<file path="src/rtl/chacha_keystream_arbiter.sv">
// chacha_keystream_arbiter
// Shares one ChaCha keystream core between two requesters (0 = tx encryptor,
// 1 = rx decryptor). Round-robin accept, start pulse, bounded wait for done,
// keystream returned to the granted requester over valid/ready.
// Optional build macro CHACHA_ARB_STATS_EN: per-requester saturating grant
// counters on grant_cnt0/grant_cnt1 (tied to zero when undefined).
module chacha_keystream_arbiter #(
  parameter int unsigned CHACHA_KEY_WIDTH         = 256,
  parameter int unsigned CHACHA_NONCE_WIDTH       = 96,
  parameter int unsigned CHACHA_BLOCK_COUNT_WIDTH = 32,
  parameter int unsigned CHACHA_OUT_WIDTH         = 512,
  parameter int unsigned CORE_TIMEOUT             = 64
) (
  input  logic                                clk,
  input  logic                                reset,
  input  logic [CHACHA_KEY_WIDTH-1:0]         key,
  input  logic [1:0]                          req_valid,
  output logic [1:0]                          req_ready,
  input  logic [CHACHA_NONCE_WIDTH-1:0]       req0_nonce,
  input  logic [CHACHA_BLOCK_COUNT_WIDTH-1:0] req0_block_count,
  input  logic [CHACHA_NONCE_WIDTH-1:0]       req1_nonce,
  input  logic [CHACHA_BLOCK_COUNT_WIDTH-1:0] req1_block_count,
  output logic [1:0]                          rsp_valid,
  input  logic [1:0]                          rsp_ready,
  output logic [CHACHA_OUT_WIDTH-1:0]         rsp_keystream,
  output logic                                core_start,
  output logic [CHACHA_KEY_WIDTH-1:0]         core_key,
  output logic [CHACHA_NONCE_WIDTH-1:0]       core_nonce,
  output logic [CHACHA_BLOCK_COUNT_WIDTH-1:0] core_block_count,
  input  logic                                core_done,
  input  logic [CHACHA_OUT_WIDTH-1:0]         core_keystream,
  output logic                                timeout_err,
  output logic [15:0]                         grant_cnt0,
  output logic [15:0]                         grant_cnt1
);

  localparam int unsigned     CNT_W    = (CORE_TIMEOUT > 2) ? $clog2(CORE_TIMEOUT) : 1;
  localparam logic [CNT_W-1:0] CNT_LAST = CNT_W'(CORE_TIMEOUT - 1);

  typedef enum logic [1:0] {IDLE, START, WAIT, RESP} state_t;

  state_t           state, state_nxt;
  logic             rr_ptr;
  logic             gnt_q;
  logic             gnt_idx;
  logic             accept;
  logic             done_hit;
  logic             timeout_hit;
  logic             rsp_hs;
  logic [CNT_W-1:0] wait_cnt;

  // Grant selection: a lone requester wins outright, a tie goes to rr_ptr
  always_comb begin
    gnt_idx = 1'b0;
    case (req_valid)
      2'b10:   gnt_idx = 1'b1;
      2'b11:   gnt_idx = rr_ptr;
      default: gnt_idx = 1'b0;
    endcase
  end

  // Next-state decode plus combinational accept handshake
  always_comb begin
    state_nxt   = state;
    accept      = 1'b0;
    done_hit    = 1'b0;
    timeout_hit = 1'b0;
    rsp_hs      = 1'b0;
    req_ready   = '0;
    case (state)
      IDLE: begin
        // reset gating keeps req_ready low while reset is held
        if ((req_valid != 2'b00) && !reset) begin
          accept    = 1'b1;
          req_ready = gnt_idx ? 2'b10 : 2'b01;
          state_nxt = START;
        end
      end
      START: state_nxt = WAIT;
      WAIT: begin
        // done takes precedence over a coincident timeout
        if (core_done) begin
          done_hit  = 1'b1;
          state_nxt = RESP;
        end else if (wait_cnt == CNT_LAST) begin
          timeout_hit = 1'b1;
          state_nxt   = IDLE;
        end
      end
      RESP: begin
        if (rsp_ready[gnt_q]) begin
          rsp_hs    = 1'b1;
          state_nxt = IDLE;
        end
      end
      default: state_nxt = IDLE;
    endcase
  end

  // FSM state register
  always_ff @(posedge clk or posedge reset) begin
    if (reset) state <= IDLE;
    else       state <= state_nxt;
  end

  // Control registers: start/error pulses, response valid, fairness pointer, wait counter
  always_ff @(posedge clk or posedge reset) begin
    if (reset) begin
      core_start  <= 1'b0;
      timeout_err <= 1'b0;
      rsp_valid   <= '0;
      rr_ptr      <= 1'b0;
      gnt_q       <= 1'b0;
      wait_cnt    <= '0;
    end else begin
      core_start  <= accept;
      timeout_err <= timeout_hit;
      if (accept) gnt_q <= gnt_idx;
      if (done_hit)    rsp_valid <= gnt_q ? 2'b10 : 2'b01;
      else if (rsp_hs) rsp_valid <= '0;
      if (timeout_hit || rsp_hs) rr_ptr <= ~gnt_q;
      if (state == START)     wait_cnt <= '0;
      else if (state == WAIT) wait_cnt <= wait_cnt + 1'b1;
    end
  end

  // Operand latch at accept and keystream capture at done
  always_ff @(posedge clk or posedge reset) begin
    if (reset) begin
      core_key         <= '0;
      core_nonce       <= '0;
      core_block_count <= '0;
      rsp_keystream    <= '0;
    end else begin
      if (accept) begin
        core_key         <= key;
        core_nonce       <= gnt_idx ? req1_nonce : req0_nonce;
        core_block_count <= gnt_idx ? req1_block_count : req0_block_count;
      end
      if (done_hit) rsp_keystream <= core_keystream;
    end
  end

`ifdef CHACHA_ARB_STATS_EN
  // Saturating per-requester accept counters
  always_ff @(posedge clk or posedge reset) begin
    if (reset) begin
      grant_cnt0 <= '0;
      grant_cnt1 <= '0;
    end else if (accept) begin
      if (!gnt_idx && (grant_cnt0 != '1)) grant_cnt0 <= grant_cnt0 + 16'd1;
      if (gnt_idx && (grant_cnt1 != '1))  grant_cnt1 <= grant_cnt1 + 16'd1;
    end
  end
`else
  assign grant_cnt0 = '0;
  assign grant_cnt1 = '0;
`endif

endmodule

</file>
<file path="config.mk">
export PLATFORM = sky130hd
export DESIGN_NAME = chacha_keystream_arbiter
export DESIGN_NICKNAME = d
export VERILOG_FILES = /design/src/rtl/chacha_keystream_arbiter.sv
export SDC_FILE = /design/constraint.sdc
export NUM_CORES = 2
export LEC_CHECK = 0
export ABC_AREA = 1
export BUFFER_PORTS_ARGS = -buffer_cell sky130_fd_sc_hd__buf_4
export CELL_PAD_IN_SITES_DETAIL_PLACEMENT = 1
export CELL_PAD_IN_SITES_GLOBAL_PLACEMENT = 2
export CORE_AREA = 2 2 772 774
export DETAILED_ROUTE_END_ITERATION = 7
export DIE_AREA = 0 0 774 776
export PLACE_DENSITY_LB_ADDON = 0.1
export SYNTH_ARGS = -nofsm -noshare
export SYNTH_HDL_FRONTEND = slang
export SYNTH_SLANG_ARGS = --single-unit
</file>
<file path="constraint.sdc">
create_clock -name clk -period 77.7 [get_ports clk]
set_clock_uncertainty 0.1 [all_clocks]
set_input_delay 23.31 -clock clk [delete_from_list [all_inputs] [get_ports clk]]
set_output_delay 23.31 -clock clk [all_outputs]
set_load 0.02 [all_outputs]
</file>
==> impl_metrics.json <==
{
  "grt_pass1_vias": 34400,
  "grt_pass1_wl_mm": 415,
  "worst_hold_path_type": "register to register",
  "grt_overflow_total": 0,
  "hold_buffers": 0,
  "min_path_cells": 2,
  "tightest_slew_ns": 1.12,
  "timing.slew.headroom_pct": 25.0,
  "gp_congestion": 0.858,
  "dr_total_vias": 31600,
  "drive_gt1_share_pct": 53.3,
  "rows": 283,
  "reg2reg_depth": 8,
  "cts_buffer_depth": 4,
  "tns_ns": 0,
  "stdcell_count": 12900,
  "p_leak_nw": 28.9,
  "yosysTopAreaCellShare_pct": 65.0,
  "vdd_drop_max_v": 0.0000167,
  "die_x_um": 774,
  "die_y_um": 776,
  "layout_commonest_cell": "buf_4",
  "synth_cells": 2975,
  "routed_wirelength_mm": 331,
  "track_usage_pct": 10.6,
  "period_needed_ns": 48.92,
  "timing.rr.start": "state[0]",
  "grt_start_max_net_pins": 130,
  "synth-seq-cells": 910,
  "cts_tree": "done",
  "yosysUniqueCellTypes": 25,
  "place_hpwl_mm": 274,
  "synth_top_cell_by_area": "dfrtp_1",
  "setup_viol": 0,
  "dp.cells": 12600,
  "worstPathMaxFanout": 75,
  "cap_violations": 0,
  "finalCritPeriodShare_pct": 63.0,
  "core-area_um2": 592000,
  "holdWs_ns": 0.376,
  "fmax_mhz": 20.4,
  "final_nets": 5986,
  "antenna_found_initial": 226,
  "ys_seq_area_share_pct": 65.0,
  "outcome": "completed",
  "cp.required_ns": 54.29,
  "critPathLaunchType": "input pin",
  "root_buffer": "clkbuf_16",
  "cp.arrival_ns": 25.51,
  "crit_path_end_kind": "output pin",
  "drtIter0Drc": 1178,
  "post_cts_resized": 0,
  "clkLatencyLatePin_ns": 0.82,
  "h-tree-depth": 4,
  "die_area_um2": 601000,
  "hold_path.startpoint": "core_key[112]",
  "ys_warn_count": 0,
  "clk_pin_slew_worst_paths_ns": 0.06,
  "final_max_slew_viol_count": 0,
  "clkSinkCount": 910,
  "path_class": "input pin to output pin",
  "port_buffers": 1932,
  "initial_core_util_pct": 5.91,
  "ys_top_cells_by_area": "dfrtp_1 65%, mux2_2 16%, nand2_1 13%",
  "syn-cell-area_um2": 35000,
  "vias_per_cell": 2.45,
  "postSynthAreaPerCell_um2": 11.8,
  "area_growth_syn_to_layout_pct": 81.8,
  "power_density_nw_per_um2": 45.4,
  "startpoint": "req_valid[1]",
  "layout_common_cells": "1965 x buf_4, 1177 x nand2_1, 910 x dfrtp_1",
  "postCtsSetupRepairBufs": 0,
  "hold_violations": 0,
  "cts-buffers-inserted": 156,
  "io_pins": 1965,
  "fillers": 69100,
  "drc": 0,
  "ant_nets": 0,
  "avgRoutedWirePerCell_um": 25.6,
  "dr.pass1.iters": 5,
  "rsz0062_at_grt": "no"
}
-- routing by layer --
layer  vias to the layer above  track usage (%)  share of wire, %  routed length, um
met5                         -                0              0.23                768
met4                       120             2.19               2.4               8040
met3                       532             5.65                12              39200
met2                      1623             18.8                50             164000
met1                     15800             11.2                36             119000
li1                      13600                -                 -                  -
-- power by group --
part / switching (mW) / internal [mW]
sequential: 0.176 / 0.706
clock: 0.289 / 0.407
combinational: 0.816 / 0.496
-- path summary, 6_finish.rpt --
check	to	slack [ns]
hold reg to reg	core_key[112]	0.38
setup reg to reg	rsp_keystream[333]	72.89
setup / recovery	req_ready[0]	28.78
hold / removal	core_key[112]	0.38
max in group asynchronous	core_key[226]	50.45
min in group asynchronous	core_key[73]	22.40
-- cell usage after synthesis --
cell type,number
a21oi_1,3
buf_1,7
buf_2,88
buf_4,47
buf_6,11
clkbuf_1,34
clkinv_1,1
conb_1,1
dfrtp_1,910
ha_1,6
inv_1,14
inv_2,2
mux2_2,512
mux2i_1,1
nand2_1,1178
nand3_1,135
nand3_2,1
nand4_1,3
nor2_1,7
nor2_2,2
nor3_1,2
nor3b_1,1
o21ai_0,6
o21bai_1,2
or2_2,1
-- cell type report --
type	instances	area (um2)	share of cell area, %
inverter	17	78.8	0.124
tap	7837	9810	15.4
antenna	44	110	0.173
timing repair buffer	1972	14900	23.4
clock inverter	20	305	0.480
sequential	910	22800	35.8
multi-input combinational	1892	11200	17.7
clock buffer	234	4430	6.96
-- worst max-delay path, stage by stage --
cell and delay (ns):
buf_4 0.10, inv_2 0.04, nand2_1 0.39, nand3_4 0.62, buf_12 0.46, nor2_4 0.26
buf_4 0.18
-- cells by family (layout without fill, tap and decap cells) --
group	after synthesis	after routing	share of synthesized area [%]
AO/OA/AOI/OAI	11	11	0.172
adder cells (fa/ha/maj)	6	6	0.214
other	1	76	0.0107
buffers and inverters	204	2243	3.24
multiplexers	513	513	16.5
flip-flops	910	910	65.0
AND/OR/NAND/NOR	1330	1330	14.8
-- metrics by stage --
step / setup WS (ns) / area (um2) / util (%) / total power, mW
final: 28.78 / 63600 / 10.7 / 2.89
after global routing: 28.59 / 63500 / 10.7 / 3.07
after CTS: 28.68 / 63500 / 10.7 / 3.00
after detailed placement: 28.68 / 58800 / 9.92 / 2.26
after global placement: 28.66 / 58800 / 9.92 / 2.26
after floorplan: 8.70 / 35100 / - / 1.41
-- sequential cells by signal, indices dropped and copies added (netlist names) --
signal,cells
wait_cnt,6
state,2
rr_ptr,1
core_key,256
core_nonce,96
rsp_valid,2
timeout_err,1
core_start,1
gnt_q,1
rsp_keystream,512
core_block_count,32
Note: power is estimated with default switching activity, not from simulation.
